**src/rtl/mem_access_ctrl.sv**
```systemverilog
// mem_access_ctrl: turns one EX/MEM load/store into a timed data-memory transaction.
// Latency: load beat W+2 cycles after the request, store beat 4, error/non-memory beat 1.
// Backpressure: mem_stall (combinational) holds EX/MEM until the final busy cycle.
//
// Ports:
//   clk, rst                  clock and synchronous active-high reset
//   ex_mem_*                  request from the EX/MEM register (valid, read, write, byte address, store data)
//   mem_stall                 hold EX/MEM and earlier stages while a legal access is in flight
//   dm_memory_*               data-memory read enable, write strobe (latched on its rising edge), word address, data
//   dm_read_data              combinational read data from memory
//   mem_wb_*                  one-cycle result beat: valid pulse, load data, address-error flag
module mem_access_ctrl #(
  parameter int MEM_DEPTH   = 128,
  parameter int WAIT_CYCLES = 2,
  localparam int AW         = $clog2(MEM_DEPTH)
) (
  input  logic          clk,
  input  logic          rst,
  input  logic          ex_mem_valid,
  input  logic          ex_mem_memory_read,
  input  logic          ex_mem_memory_write,
  input  logic [31:0]   ex_mem_memory_address,
  input  logic [31:0]   ex_mem_memory_write_data,
  output logic          mem_stall,
  output logic          dm_memory_read,
  output logic          dm_memory_write,
  output logic [AW-1:0] dm_memory_address,
  output logic [31:0]   dm_memory_write_data,
  input  logic [31:0]   dm_read_data,
  output logic          mem_wb_valid,
  output logic [31:0]   mem_wb_read_data,
  output logic          mem_wb_addr_error
);

  localparam logic [31:0] DEPTH32    = 32'(MEM_DEPTH);
  localparam logic [3:0]  WAIT_INIT  = 4'(WAIT_CYCLES);

  typedef enum logic [2:0] {
    IDLE,
    RD_WAIT,
    WR_SETUP,
    WR_STROBE,
    WR_HOLD
  } state_e;

  state_e        state_q;
  logic [3:0]    wait_cnt_q;
  logic          dm_memory_read_q;
  logic          dm_memory_write_q;
  logic [AW-1:0] dm_memory_address_q;
  logic [31:0]   dm_memory_write_data_q;
  logic          mem_wb_valid_q;
  logic [31:0]   mem_wb_read_data_q;
  logic          mem_wb_addr_error_q;

  // Request classification, only acted on in IDLE.
  logic          aligned;
  logic          in_range;
  logic          legal_load;
  logic          legal_store;
  logic          is_error;
  logic [AW-1:0] word_addr_d;

  assign aligned     = (ex_mem_memory_address[1:0] == 2'b00);
  assign in_range    = ({2'b00, ex_mem_memory_address[31:2]} < DEPTH32);
  assign legal_load  = ex_mem_memory_read & ~ex_mem_memory_write & aligned & in_range;
  assign legal_store = ex_mem_memory_write & ~ex_mem_memory_read & aligned & in_range;
  // Any memory op that is not a legal load/store is rejected; read=write=0 is a plain non-memory op.
  assign is_error    = (ex_mem_memory_read | ex_mem_memory_write) & ~(legal_load | legal_store);
  assign word_addr_d = ex_mem_memory_address[AW+1:2];

  // Stall drops in the last busy cycle so EX/MEM advances on the same edge the beat is issued.
  always_comb begin
    mem_stall = 1'b0;
    case (state_q)
      IDLE:                mem_stall = ex_mem_valid & (legal_load | legal_store);
      RD_WAIT:             mem_stall = (wait_cnt_q != 4'd0);
      WR_SETUP, WR_STROBE: mem_stall = 1'b1;
      default:             mem_stall = 1'b0;
    endcase
  end

  always_ff @(posedge clk) begin
    if (rst) begin
      state_q                <= IDLE;
      wait_cnt_q             <= 4'd0;
      dm_memory_read_q       <= 1'b0;
      dm_memory_write_q      <= 1'b0;
      dm_memory_address_q    <= '0;
      dm_memory_write_data_q <= 32'd0;
      mem_wb_valid_q         <= 1'b0;
      mem_wb_read_data_q     <= 32'd0;
      mem_wb_addr_error_q    <= 1'b0;
    end else begin
      // The beat is a single-cycle pulse; data and error hold until the next beat.
      mem_wb_valid_q <= 1'b0;
      case (state_q)
        IDLE: begin
          if (ex_mem_valid) begin
            if (legal_load) begin
              state_q                <= RD_WAIT;
              wait_cnt_q             <= WAIT_INIT;
              dm_memory_read_q       <= 1'b1;
              dm_memory_address_q    <= word_addr_d;
              dm_memory_write_data_q <= ex_mem_memory_write_data;
            end else if (legal_store) begin
              state_q                <= WR_SETUP;
              dm_memory_address_q    <= word_addr_d;
              dm_memory_write_data_q <= ex_mem_memory_write_data;
            end else begin
              // Rejected or non-memory: no strobes, immediate beat.
              mem_wb_valid_q      <= 1'b1;
              mem_wb_read_data_q  <= 32'd0;
              mem_wb_addr_error_q <= is_error;
            end
          end
        end

        RD_WAIT: begin
          if (wait_cnt_q != 4'd0) begin
            wait_cnt_q <= wait_cnt_q - 4'd1;
          end else begin
            state_q                <= IDLE;
            dm_memory_read_q       <= 1'b0;
            dm_memory_address_q    <= '0;
            dm_memory_write_data_q <= 32'd0;
            mem_wb_valid_q         <= 1'b1;
            mem_wb_read_data_q     <= dm_read_data;
            mem_wb_addr_error_q    <= 1'b0;
          end
        end

        // Address/data are already stable one cycle before the write strobe rises.
        WR_SETUP: begin
          state_q           <= WR_STROBE;
          dm_memory_write_q <= 1'b1;
        end

        WR_STROBE: begin
          state_q           <= WR_HOLD;
          dm_memory_write_q <= 1'b0;
        end

        // Address/data held one cycle past the strobe, then released.
        WR_HOLD: begin
          state_q                <= IDLE;
          dm_memory_address_q    <= '0;
          dm_memory_write_data_q <= 32'd0;
          mem_wb_valid_q         <= 1'b1;
          mem_wb_read_data_q     <= 32'd0;
          mem_wb_addr_error_q    <= 1'b0;
        end

        default: begin
          state_q <= IDLE;
        end
      endcase
    end
  end

  assign dm_memory_read       = dm_memory_read_q;
  assign dm_memory_write      = dm_memory_write_q;
  assign dm_memory_address    = dm_memory_address_q;
  assign dm_memory_write_data = dm_memory_write_data_q;
  assign mem_wb_valid         = mem_wb_valid_q;
  assign mem_wb_read_data     = mem_wb_read_data_q;
  assign mem_wb_addr_error    = mem_wb_addr_error_q;

endmodule

```
**config.mk**
```make
export PLATFORM = sky130hd
export DESIGN_NAME = mem_access_ctrl
export DESIGN_NICKNAME = d
export VERILOG_FILES = /design/src/rtl/mem_access_ctrl.sv
export SDC_FILE = /design/constraint.sdc
export NUM_CORES = 1
export LEC_CHECK = 0
export BUFFER_PORTS_ARGS = -buffer_cell sky130_fd_sc_hd__buf_4
export CAP_MARGIN = 20
export CORE_ASPECT_RATIO = 0.6
export CORE_MARGIN = 1
export CORE_UTILIZATION = 45
export CTS_CLUSTER_SIZE = 20
export DETAILED_ROUTE_END_ITERATION = 12
export PLACE_DENSITY = 0.86
export SLEW_MARGIN = 0
export SYNTH_ARGS = -nofsm -noshare
export SYNTH_HDL_FRONTEND = slang
export SYNTH_SLANG_ARGS = --single-unit
```
**constraint.sdc**
```tcl
create_clock -name clk -period 3.04 [get_ports clk]
set_input_delay 0.608 -clock clk [delete_from_list [all_inputs] [get_ports clk]]
set_output_delay 0.608 -clock clk [all_outputs]
set_load 0.005 [all_outputs]
```
Word-level counts from Yosys, hierarchy flattened
Index checks and enable logic that the tools add are counted.
{"block": "op_classes", "n_addsub": 1, "n_mul": 0, "div": 0, "magnitude_cmp": 1, "n_eq_ne": 11, "n_shift": 0, "n_mux": 39, "bitwise": 13, "reduce_logical": 12}
{"operator": "2-to-1 mux 32 bit", "n": 8}
{"operator": "one-hot mux 32 bit (3 select lines)", "n": 2}
{"operator": "< comparator 30 x 8 -> 1 bit (second input constant)", "n": 1}
{"operator": "2-to-1 mux 7 bit", "n": 4}
{"operator": "one-hot mux 7 bit (3 select lines)", "n": 1}
{"operator": "2-to-1 mux 3 bit", "n": 4}
{"operator": "2-to-1 mux 4 bit", "n": 3}
{"operator": "inequality test 2 bit (second input constant)", "n": 6}
{"operator": "one-hot mux 3 bit (4 select lines)", "n": 1}
{"operator": "AND reduction 4 bit", "n": 3}
{"operator": "2-to-1 mux 1 bit", "n": 10}
{"operator": "one-hot mux 1 bit (3 select lines)", "n": 3}
{"operator": "AND 1 bit", "n": 8}
{"operator": "one-hot mux 4 bit (2 select lines)", "n": 1}
{"operator": "== test 3 x 2 -> 1 bit (second input constant)", "n": 2}
{"operator": "AND reduction 5 bit", "n": 1}
{"operator": "one-hot mux 1 bit (2 select lines)", "n": 2}
{"operator": "nonzero test 2 bit", "n": 2}
{"operator": "nonzero test 4 bit", "n": 1}
{"operator": "subtractor 4 x 1 -> 4 bit (second input constant)", "n": 1}
{"operator": "== test 3 x 1 -> 1 bit (second input constant)", "n": 1}
{"operator": "== test 3 bit (second input constant)", "n": 1}
{"operator": "zero test 3 bit", "n": 1}
{"operator": "inequality test 3 bit (second input constant)", "n": 1}
{"operator": "other kinds (6)", "n": 9}
{"block": "word_totals", "regBits": 82, "latchBits": 0, "mem_bits_rw": 0, "romBits": 0, "out_inout_bits": 76, "wordCells": 86, "memories": 0}

Longest topological paths before layout
{"block": "logic_depth", "ltp_word": 11, "depth_mapped": 9, "mapped_depth_nobuf": 7}

Least setup slack after synthesis
Ideal clock, no wire load.
{"block": "synth_path", "kind": "input port to output port", "startpoint": "input port ex_mem_memory_address[31]", "endpoint": "output port mem_stall", "arrival_ps": 1689, "setup_slack_ps": 743, "path_stages": 5, "path_cell_list": "nor4_1 nand4_2 nor3_4 nand3b_1 a31oi_1"}
{"block": "synth_between", "elab_chain_len": 5, "word_cells_on_any_way": 6, "cone_classes": "order compare (1); mux (1); bitwise (4)"}
{"item": "from (decl)", "line": "22", "text": "input logic [31:0] ex_mem_memory_address,"}
{"item": "< comparator 30 x 8 -> 1 bit (*)", "line": "65", "text": "assign in_range = ({2'b00, ex_mem_memory_address[31:2]} < DEPTH32);"}
{"item": "AND 1 bit, on equally long branches", "line": "66, 67"}
{"item": "OR 1 bit (*)", "line": "76", "text": "IDLE: mem_stall = ex_mem_valid & (legal_load | legal_store);"}
{"item": "AND 1 bit (*)", "line": "76"}
{"item": "one-hot mux 1 bit (3 select lines) (*)", "line": "75", "text": "case (state_q)"}
{"item": "to (decl)", "line": "24", "text": "output logic mem_stall,"}
Mark *: on every way between the ends. The rest lies on a longest branch, timed or not.

Worst setup path after layout
Ends and elaborated chain as after synthesis.

==> reports/results.ini <==
[sta]
tns_ns=0
fin_worst_skew_ns=0.01481
timing.final.crit_period_ns=2.681
rsz0062_at_grt=false
max_freq_mhz=373.0
relSlewSlack=0.3627
drv_slew=0
finalSetupViolations=0
period_share=0.8818
worst_slew_pin_slew_ns=0.9538
hold_viol_final=0

[grt]
globalRouteOverflowTotal=0
grtUsageTotal=0.2462
grt_max_degree=40
grt_pass1_vias=2657
antenna_found_initial=0
grt_pass1_wl_microns=12710

[power_and_ir_drop]
vdd_drop_max_uv=332.4
totalPowerFinal_uw=1929
p_per_area_mw_per_mm2=439.7
cellLeakagePower_uw=0.002039

[routing]
vias=2602
first_pass_iters=4
wl_per_cell_microns=16.03
vias_per_cell=5.246
drtAntennaViolNets=0
wirelength_microns=7951
drc=0
drt_iter0_markers=129

[placed_design]
portBuffers=176
dp_hpwl_microns=5979
place_area_sq_mm=0.004213
gp_congestion=0.7958

[setup_path]
slowest_stage=nor3_4
crit_family=simple AND/OR/NAND/NOR gates
critPathKind=in2out
cp_slowest_stage_delay_ns=0.35
startpoint_type=input pin
path_cells=buf_4 -> nor4_1 -> nand4_2 -> nor3_4 -> nand3b_1 -> a31oi_1 -> buf_4
cp_max_fo=6
path_buf_inv=2
end_kind=primary output
critPathRequiredTime_ns=2.43
crit_top_cell=buf_4
crit_arrival_ns=2.07

[synth]
ys_warn_count=0
netlist_area_sq_mm=0.002838
synth_nets=341
ys_types=37
synth_edf_count=0
ys.flop_type=dfxtp_1
synthCells=238
seq_area_frac_synth=0.5785
synthArstFlopShare=0
synth.avg_cell_area_sq_um=11.92
ys_ff_latch=82

[clock_network]
ctsHoldBuffers=0
clkSinkCount=82
cts_inserted_buffers=9
clk_path_buf_depth=2
cts_tree=yes
clk_pin_slew_ns=0.09
post_cts_buffers=0
h-tree-depth=3
clk_latency_ns=0.35
cts-root-buf=clkbuf_8
ctsResizeCount=0

[die]
die_area_sq_mm=0.006638
core_area_sq_mm=0.005833
num_rows=21
die_y_microns=63.51
ios=177
dieWidth_microns=104.5
initial_utilization=0.4865

[final_layout]
num-nets-final=514
diodes=0
syn2layout_area_growth_pct=54.63
design_area_sq_mm=0.004388
drive_gt1_frac=0.4952

[outcome]
status=complete, no violations

[hold_path]
hp-class=in2reg

[flow_run]
max_cap_viol_count=0

## layout by cell type (no fill, tap or decap), types with 2 or more instances in the layout
cell and count:
nor2_1 6, nor3_2 2, nand2b_1 3, nor4_1 3, xor2_1 3, nand3_1 2
or3_1 2, inv_6 3, dfxtp_1 82, a21oi_1 2, nand3b_1 2, ha_1 2
nor4_2 2, clkbuf_8 9, a211oi_1 2, o21ai_0 3, nand2_1 6, a22o_1 71
buf_4 178, clkinvlp_4 2, inv_1 4, a31oi_1 2, nor3_1 7, clkinv_2 2
## per-layer routing
layer	routed length [microns]	global-route usage	vias up
met2	3862	0.4131	113
met3	704	0.1056	9
li1	-	-	1259
met4	98	0.07321	0
met1	3285	0.2862	1221
met5	0	0	-
## worst register-to-register path, stage by stage (launching register included)
cell     delay [ns]
dfxtp_1        0.35
inv_1          0.08
ha_1           0.19
nor3b_2        0.17
nor3_2         0.38
a21oi_1        0.13
a21oi_4        0.78
a22o_1         0.28
## cell families after synthesis
family | after synthesis | synth area share
compound gates | 86 | 0.2562
flops | 82 | 0.5785
simple gates | 43 | 0.1014
buf+inv | 21 | 0.04276
xor+xnor | 4 | 0.01235
fa+ha+maj | 2 | 0.008817
## synthesized netlist by cell type (2+ instances only)
cell type,number,share of area
dfxtp_1,82,0.58
a22o_1,71,0.22
nor3_1,8,0.014
buf_2,7,0.012
nand2_1,6,0.0079
nor2_1,6,0.0079
inv_1,4,0.0053
a21oi_1,3,0.0053
buf_4,3,0.0079
buf_6,3,0.012
clkbuf_1,3,0.0040
nand2b_1,3,0.0066
nor4_1,3,0.0066
o21ai_0,3,0.0053
xor2_1,3,0.0093
a211oi_1,2,0.0053
a31oi_1,2,0.0044
ha_1,2,0.0088
nand3_1,2,0.0035
nand3b_1,2,0.0053
nor4_2,2,0.0088
nor4b_2,2,0.011
or3_1,2,0.0044
## state kept, by name, summed over array words and instances (netlist names)
register / count
dm_memory_write_data: 32
mem_wb_read_data: 32
dm_memory_address: 7
wait_cnt_q: 4
state_q: 3
dm_memory_read: 1
dm_memory_write: 1
mem_wb_addr_error: 1
mem_wb_valid: 1
## worst paths after layout
path	start	to	slack, ns	cells after the start
max	ex_mem_memory_address[31]	mem_stall	0.36	7
max reg2reg	wait_cnt_q[0]	dm_memory_write_data[29]	0.61	7
min reg2reg	mem_wb_addr_error	mem_wb_addr_error	0.48	1
min	ex_mem_memory_write_data[28]	dm_memory_write_data[28]	0.46	2
## metrics by stage
step,instances,setup WS [ns],hold slack (ns),utilization
2_1_floorplan,238,0.7433,0.4484,-
3_3_place_gp,480,0.3871,0.4618,0.7222
3_5_place_dp,480,0.3331,0.4648,0.7222
4_1_cts,496,0.3352,0.4516,0.7523
5_1_grt,496,0.2145,0.4368,0.7523
6_report,496,0.3592,0.4624,0.7523
## report_power, final
| part | total, uW | switching, uW | internal [uW] |
|---|---|---|---|
| combinational | 139 | 48.2 | 91.3 |
| sequential | 1080 | 0.737 | 1070 |
| clock | 714 | 412 | 302 |
| total | 1930 | 461 | 1470 |
## final cells by class
| cell class | instances | area [sq um] |
|---|---|---|
| clock inverters | 7 | 51.30 |
| inverters | 4 | 15.01 |
| multi-input cells | 135 | 1100 |
| fillers | 429 | 1445 |
| flip-flops and latches | 82 | 1642 |
| well taps | 80 | 100.1 |
| repair buffers | 179 | 1356 |
| clock buffers | 9 | 123.9 |
Power figures use the tool's default switching activity.
